==> config.mk <==
export PLATFORM = sky130hd
export DESIGN_NAME = ps2_kbd_event_rx
export DESIGN_NICKNAME = d
export VERILOG_FILES = /design/src/rtl/ps2_kbd_event_rx.sv
export SDC_FILE = /design/constraint.sdc
export NUM_CORES = 1
export LEC_CHECK = 0
export ABC_AREA = 1
export CAP_MARGIN = 10
export CELL_PAD_IN_SITES_DETAIL_PLACEMENT = 1
export CELL_PAD_IN_SITES_GLOBAL_PLACEMENT = 1
export CORE_MARGIN = 5
export CORE_UTILIZATION = 52
export CTS_CLUSTER_SIZE = 25
export DETAILED_ROUTE_END_ITERATION = 7
export PLACE_DENSITY = 0.86
export SLEW_MARGIN = 10
export SYNTH_ARGS = -nofsm -noshare
export SYNTH_HDL_FRONTEND = slang
export SYNTH_SLANG_ARGS = --single-unit
==> constraint.sdc <==
create_clock -name CLK -period 5.7 [get_ports CLK]
set_input_delay 0.57 -clock CLK [delete_from_list [all_inputs] [get_ports CLK]]
set_output_delay 0.57 -clock CLK [all_outputs]
set_load 0.03 [all_outputs]
==> src/rtl/ps2_kbd_event_rx.sv <==
// PS/2 keyboard receiver: deframes device-to-host frames, decodes E0/F0 prefixes into key
// events and queues them in a FWFT FIFO. Define PS2_TYPEMATIC_FILTER_EN to drop typematic repeats.
module ps2_kbd_event_rx #(
    parameter int FIFO_DEPTH     = 8,
    parameter int TIMEOUT_CYCLES = 50000,
    parameter int SYNC_STAGES    = 2
) (
    input  logic       CLK,
    input  logic       RST,
    input  logic       PS2_CLK,
    input  logic       PS2_DATA,
    input  logic       RD_EN,
    input  logic       CLR_ERR,
    output logic [9:0] EVT_DATA,
    output logic       EVT_VALID,
    output logic       FIFO_FULL,
    output logic       OVERFLOW,
    output logic       FRAME_ERR,
    output logic [7:0] LED
);

    localparam int AW = $clog2(FIFO_DEPTH);
    localparam int TW = $clog2(TIMEOUT_CYCLES + 1);

    typedef enum logic [1:0] {S_IDLE, S_DATA, S_PARITY, S_STOP} frame_state_t;

    logic [SYNC_STAGES-1:0] clk_sync;
    logic [SYNC_STAGES-1:0] data_sync;
    logic                   clk_prev;
    logic                   ps2_clk_s;
    logic                   ps2_data_s;
    logic                   fall;

    // Sync flops reset to the idle-high line level so reset release never looks like an edge.
    // NOTE: sequential state always uses <=, so every flop samples pre-edge values regardless of block order.
    always_ff @(posedge CLK or negedge RST) begin
        if (!RST) begin
            clk_sync  <= '1;
            data_sync <= '1;
            clk_prev  <= 1'b1;
        end else begin
            clk_sync  <= {clk_sync[SYNC_STAGES-2:0], PS2_CLK};
            data_sync <= {data_sync[SYNC_STAGES-2:0], PS2_DATA};
            clk_prev  <= ps2_clk_s;
        end
    end

    assign ps2_clk_s  = clk_sync[SYNC_STAGES-1];
    assign ps2_data_s = data_sync[SYNC_STAGES-1];
    assign fall       = clk_prev & ~ps2_clk_s;

    frame_state_t    state, state_next;
    logic [2:0]      bit_cnt;
    logic [7:0]      shift_reg;
    logic            parity_bit;
    logic [TW-1:0]   timer;
    logic            timeout;
    logic            frame_done;
    logic            frame_ok;
    logic            frame_err_set;
    logic            byte_valid;

    assign timeout       = (state != S_IDLE) && !fall && (timer == TW'(TIMEOUT_CYCLES - 1));
    assign frame_done    = (state == S_STOP) && fall;
    assign frame_ok      = frame_done && ps2_data_s && (^{shift_reg, parity_bit});
    assign frame_err_set = (frame_done && !frame_ok) || timeout;

    always_ff @(posedge CLK or negedge RST) begin
        if (!RST) state <= S_IDLE;
        else      state <= state_next;
    end

    // NOTE: state_next gets a default before the case so no path leaves it unassigned (no latch).
    always_comb begin
        state_next = state;
        case (state)
            S_IDLE:   if (fall && !ps2_data_s) state_next = S_DATA;
            S_DATA:   if (fall && bit_cnt == 3'd7) state_next = S_PARITY;
            S_PARITY: if (fall) state_next = S_STOP;
            S_STOP:   if (fall) state_next = S_IDLE;
            default:  state_next = S_IDLE;
        endcase
        if (timeout) state_next = S_IDLE;
    end

    always_ff @(posedge CLK or negedge RST) begin
        if (!RST) begin
            bit_cnt    <= '0;
            shift_reg  <= '0;
            parity_bit <= 1'b0;
            timer      <= '0;
            byte_valid <= 1'b0;
        end else begin
            timer      <= (state == S_IDLE || fall) ? '0 : timer + 1'b1;
            byte_valid <= frame_ok;
            if (fall) begin
                case (state)
                    S_IDLE:   bit_cnt <= '0;
                    S_DATA: begin
                        shift_reg <= {ps2_data_s, shift_reg[7:1]};
                        bit_cnt   <= bit_cnt + 1'b1;
                    end
                    S_PARITY: parity_bit <= ps2_data_s;
                    default:  ;
                endcase
            end
        end
    end

    // Decoder: shift_reg is stable in the cycle after the stop bit, so it is the received byte.
    logic       ext_flag;
    logic       brk_flag;
    logic       ev_push;
    logic [9:0] ev_data;

`ifdef PS2_TYPEMATIC_FILTER_EN
    logic [8:0] held_key;
    logic       held_valid;
    logic       key_match;

    assign key_match = held_valid && (held_key == {ext_flag, shift_reg});
`endif

    always_ff @(posedge CLK or negedge RST) begin
        if (!RST) begin
            ext_flag   <= 1'b0;
            brk_flag   <= 1'b0;
            ev_push    <= 1'b0;
            ev_data    <= '0;
`ifdef PS2_TYPEMATIC_FILTER_EN
            held_key   <= '0;
            held_valid <= 1'b0;
`endif
        end else begin
            ev_push <= 1'b0;
            if (byte_valid) begin
                if (shift_reg == 8'hE0) begin
                    ext_flag <= 1'b1;
                end else if (shift_reg == 8'hF0) begin
                    brk_flag <= 1'b1;
                end else begin
                    ext_flag <= 1'b0;
                    brk_flag <= 1'b0;
                    ev_data  <= {ext_flag, brk_flag, shift_reg};
`ifdef PS2_TYPEMATIC_FILTER_EN
                    if (!brk_flag) begin
                        ev_push <= !key_match;
                        if (!key_match) begin
                            held_key   <= {ext_flag, shift_reg};
                            held_valid <= 1'b1;
                        end
                    end else begin
                        ev_push <= 1'b1;
                        if (key_match) held_valid <= 1'b0;
                    end
`else
                    ev_push  <= 1'b1;
`endif
                end
            end
        end
    end

    // FWFT FIFO; the extra pointer bit separates full from empty.
    logic [9:0]  mem [FIFO_DEPTH];
    logic [AW:0] wr_ptr;
    logic [AW:0] rd_ptr;
    logic        empty;
    logic        full;
    logic        do_rd;
    logic        do_wr;
    logic        ovf_set;

    assign empty   = (wr_ptr == rd_ptr);
    assign full    = (wr_ptr[AW] != rd_ptr[AW]) && (wr_ptr[AW-1:0] == rd_ptr[AW-1:0]);
    assign do_rd   = RD_EN && !empty;
    assign do_wr   = ev_push && (!full || do_rd);
    assign ovf_set = ev_push && full && !do_rd;

    // NOTE: storage has no reset; entries are only visible through EVT_DATA while non-empty.
    always_ff @(posedge CLK) begin
        if (do_wr) mem[wr_ptr[AW-1:0]] <= ev_data;
    end

    always_ff @(posedge CLK or negedge RST) begin
        if (!RST) begin
            wr_ptr    <= '0;
            rd_ptr    <= '0;
            LED       <= '0;
            OVERFLOW  <= 1'b0;
            FRAME_ERR <= 1'b0;
        end else begin
            if (do_wr) wr_ptr <= wr_ptr + 1'b1;
            if (do_rd) rd_ptr <= rd_ptr + 1'b1;
            if (ev_push && !ev_data[8]) LED <= ev_data[7:0];
            OVERFLOW  <= ovf_set | (OVERFLOW & ~CLR_ERR);
            FRAME_ERR <= frame_err_set | (FRAME_ERR & ~CLR_ERR);
        end
    end

    assign EVT_VALID = !empty;
    assign FIFO_FULL = full;
    assign EVT_DATA  = empty ? '0 : mem[rd_ptr[AW-1:0]];

endmodule

== Word level (Yosys, flattened, before mapping) ==
Memories as Yosys holds them, arrays and structs flattened.
Cells that the tools add are included.

* Add/subtract/negate cells: 4
* Eq/ne operators: 15
* Muxes and demuxes: 17
* Bitwise gates (word level): 9
* Reduce and logical (&&, ||, !) cells: 35

{| class="wikitable"
|+ Operators by type and width
! cell !! count
|-
| $add A16 B1 Y16 const B || 1
|-
| $eq A16 B16 Y1 const B || 1
|-
| $eq A8 B8 Y1 const B || 2
|-
| $mux W16 || 1
|-
| $logic_and A1 B1 Y1 || 14
|-
| $ne A3 B3 Y1 const B || 4
|-
| $mux W10 || 1
|-
| $mux W2 || 5
|-
| $reduce_and A2 Y1 || 5
|-
| $reduce_xor A9 Y1 || 1
|-
| $add A4 B1 Y4 const B || 2
|-
| $mux W1 || 8
|-
| $pmux W2 S4 || 1
|-
| $logic_not A1 Y1 || 7
|-
| $pmux W3 S2 || 1
|-
| $eq A2 B2 Y1 const B || 2
|-
| $eq A4 B4 Y1 || 1
|-
| $not A1 Y1 || 4
|-
| $reduce_and A4 Y1 || 1
|-
| $reduce_bool A2 Y1 || 2
|-
| $add A3 B1 Y3 const B || 1
|-
| $and A1 B1 Y1 || 3
|-
| $eq A3 B3 Y1 || 1
|-
| $eq A3 B3 Y1 const B || 1
|-
| other kinds (7) || 10
|}

* Bits in registers: 67
* Bits in writable memories: 80
* Bits of input ports: 6
* Output and inout bits: 22
* Logic and storage cells: 99
* Memories kept: 1

{| class="wikitable"
|+ Memory list
! name !! depth !! bits a word !! rd ports !! clocked after memory_dff !! wr ports !! line !! source
|-
| mem || 8 || 10 || 1 || 0 || 1 || 165 || <nowiki>logic [9:0] mem [FIFO_DEPTH];</nowiki>
|}

== Longest topological paths before layout ==
Gate-level depths: netlist of the first run.

* Depth in word-level cells: 9
* Gate-level depth with buffers: 12
* Mapped depth without buffers: 12

== Worst setup path before layout of the first run ==
OpenSTA, ideal clock, no wires.

* Path kind: reg2out
* Start point: reg wr_ptr[0]
* End point: out EVT_DATA[2]
* Arrival time: 1.618 ns
* Required time: 5.130 ns
* Path slack: 3.512 ns
* Cell stages (with the launch flop): 7
* Path buffers: 2
* Path through: dfrtp_1 -> buf_2 -> xnor2_2 -> nand3_1 -> buf_6 -> o21ai_0 -> a31oi_1

* Cells in the longest elaborated chain, start to end: 2

{| class="wikitable"
|+ RTL lines
! element !! line !! source
|-
| start: declaration || 166 || <nowiki>logic [AW:0] wr_ptr;</nowiki>
|-
| start signal: assignment || 193 || <nowiki>if (do_wr) wr_ptr <= wr_ptr + 1'b1;</nowiki>
|-
| $eq A4 B4 Y1 || 174 || <nowiki>assign empty = (wr_ptr == rd_ptr);</nowiki>
|-
| $mux W10 || 203 || <nowiki>assign EVT_DATA = empty ? '0 : mem[rd_ptr[AW-1:0]];</nowiki>
|-
| end: declaration || 14 || <nowiki>output logic [9:0] EVT_DATA,</nowiki>
|}

Every way passes these cells.

== Worst setup path after layout of the first run ==
* Start point: reg rd_ptr[1]
* End point: out EVT_DATA[2]

* Cells in the longest elaborated chain, start to end: 2
* Elaborated cells on any way between the ends: 3
* Those cells by class: eq/ne (1); mux (1); memory (1)

{| class="wikitable"
|+ RTL lines
! element !! line !! source
|-
| start: declaration || 167 || <nowiki>logic [AW:0] rd_ptr;</nowiki>
|-
| start signal: assignment || 194 || <nowiki>if (do_rd) rd_ptr <= rd_ptr + 1'b1;</nowiki>
|-
| $mem_v2 Z8 W10 or $eq A4 B4 Y1 (tied branches) || n/a ||
|-
| $mux W10 * || 203 ||
|}

Every way passes the cells marked *; elsewhere a longest branch is shown, timed or not.

==> results of run 1 <==
==> worst max-delay path by stage <==
stage | startpoint | to | slack (ns) | cells after the start
CTS | rd_ptr[1] | EVT_DATA[2] | 1.82 | 6
detailed placement | rd_ptr[1] | EVT_DATA[2] | 2.36 | 6
global route | rd_ptr[1] | EVT_DATA[2] | 1.61 | 6
finish | rd_ptr[1] | EVT_DATA[2] | 1.81 | 6
floorplan | wr_ptr[0] | EVT_DATA[2] | 3.51 | 6
global placement | rd_ptr[1] | EVT_DATA[2] | 2.50 | 6
==> synthesized netlist by cell type (2+ instances only) <==
cell / n / area share, %
xnor2_1: 4 / 0.55
nand2_2: 2 / 0.20
nor3_1: 7 / 0.55
dfstp_2: 5 / 2.1
a21oi_1: 13 / 1.0
edfxtp_1: 80 / 38
o21ai_0: 72 / 5.6
xor2_1: 7 / 0.96
nor2_2: 2 / 0.20
nand4_1: 4 / 0.39
ha_1: 10 / 2.0
inv_1: 57 / 3.4
or2_2: 2 / 0.20
o21ai_2: 8 / 1.1
nand3_1: 19 / 1.5
dfrtp_1: 62 / 24
nor3_2: 7 / 1.1
buf_6: 4 / 0.71
a31oi_1: 13 / 1.3
o21a_1: 2 / 0.24
buf_2: 6 / 0.47
nand2_1: 96 / 5.6
clkbuf_1: 10 / 0.59
o21ai_1: 9 / 0.71
nor2_1: 83 / 4.9
o22ai_1: 10 / 0.98
==> layout make-up <==
class / instances / share of cell area [%]
Multi-Input combinational cell: 377 / 26.6
Tap cell: 147 / 2.52
Inverter: 57 / 2.94
Timing Repair Buffer: 29 / 3.85
Sequential cell: 147 / 56.1
Clock buffer: 22 / 6.51
Clock inverter: 10 / 1.48
==> through the flow <==
step | worst slack [ns] | total power [uW] | hold WS, ns | cells | area, um2
3_3_place_gp | 2.50 | 2590 | 0.346 | 757 | 6700
2_1_floorplan | 3.51 | 2270 | 0.274 | 604 | 6380
5_1_grt | 1.61 | 4030 | 0.362 | 789 | 7290
3_5_place_dp | 2.36 | 2700 | 0.347 | 757 | 6700
4_1_cts | 1.82 | 3850 | 0.358 | 789 | 7280
6_report | 1.81 | 3830 | 0.345 | 789 | 7290
==> cell families after synthesis <==
family,share of synthesized area [%]
buffers and inverters,5.63
AND/OR/NAND/NOR,15.4
flip-flops,64.0
adder cells (fa/ha/maj),1.96
XOR/XNOR,1.76
AO/OA/AOI/OAI,11.2
==> power by group through the flow <==
stage          logic (uW)  clock network (uW)  registers, uW
2_1_floorplan         881                   0           1390
3_3_place_gp         1160                   0           1440
3_5_place_dp         1240                   0           1450
4_1_cts              1290                1110           1440
5_1_grt              1400                1170           1460
6_report             1280                1100           1440
==> metal layers <==
metal / share of wire (%) / GRT usage [%]
met5: 0 / 0
met4: 2.1 / 8.85
met3: 3.5 / 5.19
met2: 54 / 43.6
met1: 40 / 28.6
==> flow_metrics.env, run 1 <==
export IMPL_outcome="complete, no violations"
export IMPL_syn_inst=604
export IMPL_cp_end_kind="primary output"
export IMPL_area_growth_pct=14.2
export IMPL_routed_via_density=5.73
export IMPL_via_count=4523
export IMPL_slowest_delay_ns=0.72
export IMPL_post_route_period_util_pct=68.2
export IMPL_path_buf_inv=2
export IMPL_power_density_nw_per_um2=526
export IMPL_seq_area_um2=4090
export IMPL_cp_data_required_time_ns=5.13
export IMPL_clkPwrFrac_pct=28.8
export IMPL_gp_congestion=0.832
export IMPL_ys_flop_type="edfxtp_1"
export IMPL_mostFrequentLayoutCell="nand2_1"
export IMPL_avgSynthCellArea_um2=10.6
export IMPL_p_int_uw=2380
export IMPL_clk_latency_ns=0.43
export IMPL_p_leak_uw=0.00292
export IMPL_slew_violations=0
export IMPL_hold_path_class="input port to asynchronous set/reset pin"
export IMPL_crit_family="buffers and inverters"
export IMPL_gr_total_overflow=0
export IMPL_ioPinCount=28
export IMPL_htree_levels=4
export IMPL_crit_fanout=24
export IMPL_maxSlewHeadroom_pct=22.7
export IMPL_clockBufferDepth=2
export IMPL_tritoncts="built"
export IMPL_grt_pass1_wl_mm=26.9
export IMPL_timing_rr_end="mem[1][9]"
export IMPL_drc=0
export IMPL_max_freq_mhz=257
export IMPL_start_util_pct=53.1
export IMPL_r2r_setup_slack_ns=2.91
export IMPL_core_region_area_um2=12000
export IMPL_antenna_cells=0
export IMPL_grt_pass1_vias=4999
export IMPL_cts_buffers=17
export IMPL_setup_tns_ns=0
export IMPL_cts_resized=0
export IMPL_ys_warnings_count=0
export IMPL_tightest_slew_ns=1.16
export IMPL_syn_cell_area_um2=6380
export IMPL_path_clk_slew_ns=0.06
export IMPL_power_switching_uw=1450
export IMPL_grtUsageTotal_pct=24.3
export IMPL_die_y_um=121
export IMPL_cp_arrival_ns=3.32
export IMPL_skew_ns=0.0106
export IMPL_port_buffers=27
export IMPL_final_nets=645
export IMPL_mostFrequentLayoutCells="nand2_1, nor2_1, edfxtp_1"
export IMPL_cts_sinks=147
export IMPL_vdd_drop_max_mv=0.273
export IMPL_die_w_um=121
export IMPL_worst_setup_path_type="flop to primary output"
export IMPL_ctsHoldBuffers=0
export IMPL_synth_edf_count=80
export IMPL_comb_power_share_pct=33.5
export IMPL_fillers=1291
export IMPL_antenna_found_initial=0
export IMPL_synth_seq_cells=147
export IMPL_cp_common_cell="o21ai_0"
export IMPL_slowest_stage="clkdlybuf4s50_1"
export IMPL_rr_startpoint="rd_ptr[1]"
export IMPL_r2r_cells=7
export IMPL_hold_viol=0
export IMPL_start_kind="flop"
export IMPL_ys_async_sr_fraction_pct=45.6
export IMPL_pwr_share_seq_pct=37.7
export IMPL_cts_setup_buffers=0
export IMPL_layout_drive_gt1_share_pct=9.97
export IMPL_die_area_um2=14600
export IMPL_syn_nets=620
export IMPL_rsz0062_at_grt="false"
export IMPL_dp_hpwl_mm=10.0
export IMPL_first_pass_iters=5
export IMPL_dr_first_iter_drc_count=379
export IMPL_crit_chain="inv_1, o21ai_0, o22ai_1, o21ai_0, a31oi_1, clkdlybuf4s50_1"
export IMPL_swShare_pct=37.9
export IMPL_setup_viol=0
export IMPL_multiInputGateArea_um2=1940
export IMPL_largest_register_ffs=80
export IMPL_cts_root_buf="clkbuf_16"
export IMPL_fin_util_pct=60.7
export IMPL_synth_cell_types=36
export IMPL_grt_max_degree=68
export IMPL_rows=40
export IMPL_seq_area_frac_synth_pct=64.0
export IMPL_fin_crit_ns=3.89
export IMPL_totalWireLength_mm=16.6
export IMPL_drv_cap=0
export IMPL_wl_per_cell_um=21.0
export IMPL_antenna_left=0
(Power assumes the default switching activity.)
==> run 2: changes to the inputs <==
CORE_UTILIZATION = 48   (was 52)
PLACE_DENSITY = 0.8   (was 0.86)
clock period = 4.07 ns   (was 5.7 ns; I/O delays follow)
==> flow_metrics.env, run 2 (synthesis results as in run 1) <==
export IMPL_htree_levels=4
export IMPL_multiInputGateArea_um2=1940
export IMPL_worst_slack_ns=0.452
export IMPL_skew_ns=0.0117
export IMPL_placed_cell_area_um2=6780
export IMPL_clk_latency_ns=0.43
export IMPL_start_kind="flop"
export IMPL_gr_total_overflow=0
export IMPL_drc=0
export IMPL_cp_data_required_time_ns=3.66
export IMPL_antenna_left=0
export IMPL_seq_area_um2=4090
export IMPL_cp_end_kind="primary output"
export IMPL_largest_register_ffs=80
export IMPL_cts_resized=0
export IMPL_grtUsageTotal_pct=20.3
export IMPL_maxSlewHeadroom_pct=24.2
export IMPL_rows=42
export IMPL_fillers=1408
export IMPL_ctsHoldBuffers=0
export IMPL_slew_violations=0
export IMPL_finalInstanceArea_um2=7380
export IMPL_mostFrequentLayoutCell="nand2_1"
export IMPL_power_switching_uw=1950
export IMPL_totalWireLength_mm=15.1
export IMPL_path_clk_slew_ns=0.06
export IMPL_pwr_share_seq_pct=37.4
export IMPL_final_nets=651
export IMPL_outcome="complete, no violations"
export IMPL_comb_power_share_pct=32.6
export IMPL_cts_sinks=147
export IMPL_fin_crit_ns=3.62
export IMPL_tritoncts="built"
export IMPL_setup_tns_ns=0
export IMPL_p_leak_uw=0.00296
export IMPL_area_growth_pct=15.7
export IMPL_p_int_uw=3410
export IMPL_grt_pass1_wl_mm=25.1
export IMPL_cts_setup_buffers=0
export IMPL_die_w_um=125
export IMPL_ioPinCount=28
export IMPL_gp_congestion=0.791
export IMPL_cp_arrival_ns=3.21
export IMPL_dr_first_iter_drc_count=231
export IMPL_crit_fanout=24
export IMPL_first_pass_iters=4
export IMPL_routed_via_density=5.31
export IMPL_antenna_cells=0
export IMPL_swShare_pct=36.4
export IMPL_start_util_pct=48.6
export IMPL_dp_hpwl_mm=9.97
export IMPL_cts_buffers=17
export IMPL_grt_max_degree=46
export IMPL_hold_path_class="input port to asynchronous set/reset pin"
export IMPL_power_density_nw_per_um2=727
export IMPL_worst_setup_path_type="flop to primary output"
export IMPL_post_route_period_util_pct=88.9
export IMPL_vdd_drop_max_mv=0.289
export IMPL_layout_drive_gt1_share_pct=10.5
export IMPL_via_count=4373
export IMPL_tightest_slew_ns=1.14
export IMPL_core_region_area_um2=13100
export IMPL_setup_viol=0
export IMPL_drv_cap=0
export IMPL_clockBufferDepth=2
export IMPL_grt_pass1_vias=4789
export IMPL_rsz0062_at_grt="false"
export IMPL_die_y_um=125
export IMPL_hold_viol=0
export IMPL_place_ws_ns=0.917
export IMPL_wl_per_cell_um=18.3
export IMPL_cts_root_buf="clkbuf_16"
export IMPL_max_freq_mhz=276
export IMPL_mostFrequentLayoutCells="nand2_1, nor2_1, edfxtp_1"
export IMPL_clkPwrFrac_pct=30.0
export IMPL_antenna_found_initial=0
export IMPL_port_buffers=27
export IMPL_die_area_um2=15700
-- run 2: stage by stage --
step	utilization, %	std cells	power [uW]	hold slack, ns
5_1_grt	56.2	824	5700	0.266
2_1_floorplan	-	604	3180	0.111
3_5_place_dp	51.6	792	3780	0.347
4_1_cts	56.2	824	5400	0.202
6_report	56.2	824	5370	0.192
3_3_place_gp	51.6	792	3660	0.346
-- run 2: final cells by class --
type | count | share of cell area [%]
well taps | 176 | 2.98
flip-flops and latches | 147 | 55.3
clock inverters | 12 | 2.24
inverters | 57 | 2.90
multi-input cells | 377 | 26.2
repair buffers | 35 | 4.41
clock buffers | 20 | 5.91
-- run 2: layer usage --
| layer | vias up | global-route usage, % | routed length, um |
|---|---|---|---|
| li1 | 2102 | - | - |
| met1 | 2188 | 23.8 | 6180 |
| met2 | 70 | 37.1 | 8130 |
| met3 | 13 | 4.82 | 620 |
| met4 | 0 | 6.12 | 163 |
| met5 | - | 0 | 0 |
-- run 2: power by group through the flow --
stage	logic [uW]	registers, uW	clock network (uW)
final	1750	2010	1610
after global placement	1650	2010	0
after floorplan	1230	1950	0
after CTS	1770	2010	1620
after detailed placement	1750	2030	0
after global routing	1950	2040	1710
-- run 2: worst max-delay path, cell delays in order, from the launching register on --
cell             delay (ns)
dfrtp_1                0.68
inv_1                  0.67
o21ai_0                0.20
o22ai_1                0.21
o21ai_1                0.10
a31oi_1                0.22
clkdlybuf4s50_1        0.70
-- run 2: path summary, 6_finish.rpt --
kind | start | end | slack, ns | depth (start not counted)
worst max-delay path | rd_ptr[1] | EVT_DATA[4] | 0.45 | 6
worst min-delay path | RST | FRAME_ERR | 0.19 | 1
worst max register to register | rd_ptr[1] | mem[5][9] | 1.37 | 7
worst min register to register | data_sync[0] | data_sync[1] | 0.36 | 0
max in group asynchronous | RST | data_sync[1] | 2.91 | 2
min in group CLK | data_sync[0] | data_sync[1] | 0.36 | 0
==> run 3: changes to the inputs <==
SETUP_SLACK_MARGIN = 0.1   (was unset)
SLEW_MARGIN = 20   (was 10)
==> flow_metrics.env, run 3 (synthesis results as in run 1) <==
export IMPL_outcome="complete, but fails checks"
export IMPL_violations="hold timing"
export IMPL_p_int_uw=3410
export IMPL_htree_levels=4
export IMPL_rsz0062_at_grt="false"
export IMPL_post_route_period_util_pct=88.3
export IMPL_grt_util_met2_pct=37.1
export IMPL_clk_latency_ns=0.43
export IMPL_swShare_pct=36.4
export IMPL_layout_drive_gt1_share_pct=10.5
export IMPL_antenna_left=0
export IMPL_cts_root_buf="clkbuf_16"
export IMPL_pwr_share_seq_pct=37.4
export IMPL_tightest_slew_ns=1.03
export IMPL_largest_register_ffs=80
export IMPL_cts_buffers=17
export IMPL_via_count=4400
export IMPL_rows=42
export IMPL_antenna_cells=0
export IMPL_dp_cells=792
export IMPL_tritoncts="built"
export IMPL_fillers=1406
export IMPL_core_region_area_um2=13100
export IMPL_port_buffers=27
export IMPL_clkPwrFrac_pct=30.0
export IMPL_grt_use_met3_pct=4.82
export IMPL_cp_data_required_time_ns=3.66
export IMPL_worst_setup_path_type="flop to primary output"
export IMPL_layoutNonFillerInstCount=824
export IMPL_fin_crit_ns=3.59
export IMPL_cts_sinks=147
export IMPL_hold_path_class="input port to asynchronous set/reset pin"
export IMPL_power_density_nw_per_um2=726
export IMPL_cp_arrival_ns=3.19
export IMPL_dr_first_iter_drc_count=232
export IMPL_vdd_drop_max_mv=0.289
export IMPL_mostFrequentLayoutCells="nand2_1, nor2_1, edfxtp_1"
export IMPL_gr_total_overflow=0
export IMPL_skew_ns=0.0121
export IMPL_routed_via_density=5.34
export IMPL_finalPower_uw=5370
export IMPL_cp_end_kind="primary output"
export IMPL_ctsHoldBuffers=0
export IMPL_power_switching_uw=1960
export IMPL_slew_violations=0
export IMPL_comb_power_share_pct=32.7
export IMPL_dp_hpwl_mm=9.97
export IMPL_rr_startpoint="rd_ptr[1]"
export IMPL_hold_viol=4
export IMPL_start_kind="flop"
export IMPL_grt_pass1_vias=4789
export IMPL_max_freq_mhz=278
export IMPL_wl_per_cell_um=18.4
export IMPL_drc=0
export IMPL_maxSlewHeadroom_pct=30.7
export IMPL_grt_pass1_wl_mm=25.1
export IMPL_p_leak_uw=0.00296
export IMPL_drv_cap=0
export IMPL_start_util_pct=48.6
export IMPL_cts_setup_buffers=0
export IMPL_crit_start="rd_ptr[1]"
export IMPL_busiest_layer="met2"
export IMPL_finalHoldWorstSlack_ns=-0.00424
export IMPL_die_area_um2=15700
export IMPL_crit_fanout=24
export IMPL_path_clk_slew_ns=0.06
export IMPL_die_y_um=125
export IMPL_cts_resized=0
export IMPL_first_pass_iters=4
export IMPL_grtUsageTotal_pct=20.3
export IMPL_totalWireLength_mm=15.1
export IMPL_met1_usage_pct=23.8
export IMPL_die_w_um=125
export IMPL_mostFrequentLayoutCell="nand2_1"
export IMPL_ioPinCount=28
export IMPL_setup_viol=0
export IMPL_clockBufferDepth=2
export IMPL_gp_congestion=0.791
export IMPL_grt_max_degree=46
export IMPL_final_nets=651
export IMPL_antenna_found_initial=0
export IMPL_setup_tns_ns=0
export IMPL_area_growth_pct=15.9
run 3: final timing paths:
check | end | slack (ns) | depth (start not counted)
max in group asynchronous | data_sync[1] | 3.27 | 2
min in group CLK | data_sync[1] | 0.36 | 0
max | EVT_DATA[4] | 0.48 | 6
min | FRAME_ERR | -0.004 | 1
min reg2reg | data_sync[1] | 0.36 | 0
max reg2reg | mem[5][9] | 1.40 | 7
run 3: per-stage QoR:
step / hold slack [ns] / util, % / area, um2 / setup WS (ns)
floorplan: 0.111 / - / 6380 / 2.04
global placement: 0.346 / 51.6 / 6780 / 1.04
detailed placement: 0.347 / 51.6 / 6780 / 0.917
CTS: 0.202 / 56.2 / 7380 / 0.447
global route: 0.0356 / 56.3 / 7390 / 0.238
finish: -0.00424 / 56.3 / 7390 / 0.478
run 3: power by group through the flow:
stage / Combinational (uW) / Clock [uW] / Sequential, uW
6_report: 1750 / 1610 / 2010
4_1_cts: 1770 / 1620 / 2010
3_5_place_dp: 1750 / 0 / 2030
2_1_floorplan: 1230 / 0 / 1950
3_3_place_gp: 1650 / 0 / 2010
5_1_grt: 1960 / 1710 / 2040
run 3: final cells by class:
class | count | area, um2 | share of cell area, %
Clock buffer | 20 | 437 | 5.91
Inverter | 57 | 214 | 2.89
Clock inverter | 12 | 165 | 2.23
Tap cell | 176 | 220 | 2.98
Timing Repair Buffer | 35 | 328 | 4.43
Multi-Input combinational cell | 377 | 1950 | 26.3
Sequential cell | 147 | 4090 | 55.2
run 3: worst max-delay path, cell delays in order, from the launching register on:
cell and delay (ns):
dfrtp_1 0.67, inv_1 0.67, o21ai_0 0.20, o22ai_1 0.20, o21ai_1 0.09, a31oi_1 0.22
clkdlybuf4s50_1 0.70
run 3: per-layer routing:
metal  vias to the layer above  part of all wire [%]
li1                       2101                     -
met1                      2204                    41
met2                        75                    54
met3                        20                   3.4
met4                         0                   1.4
met5                         -                     0
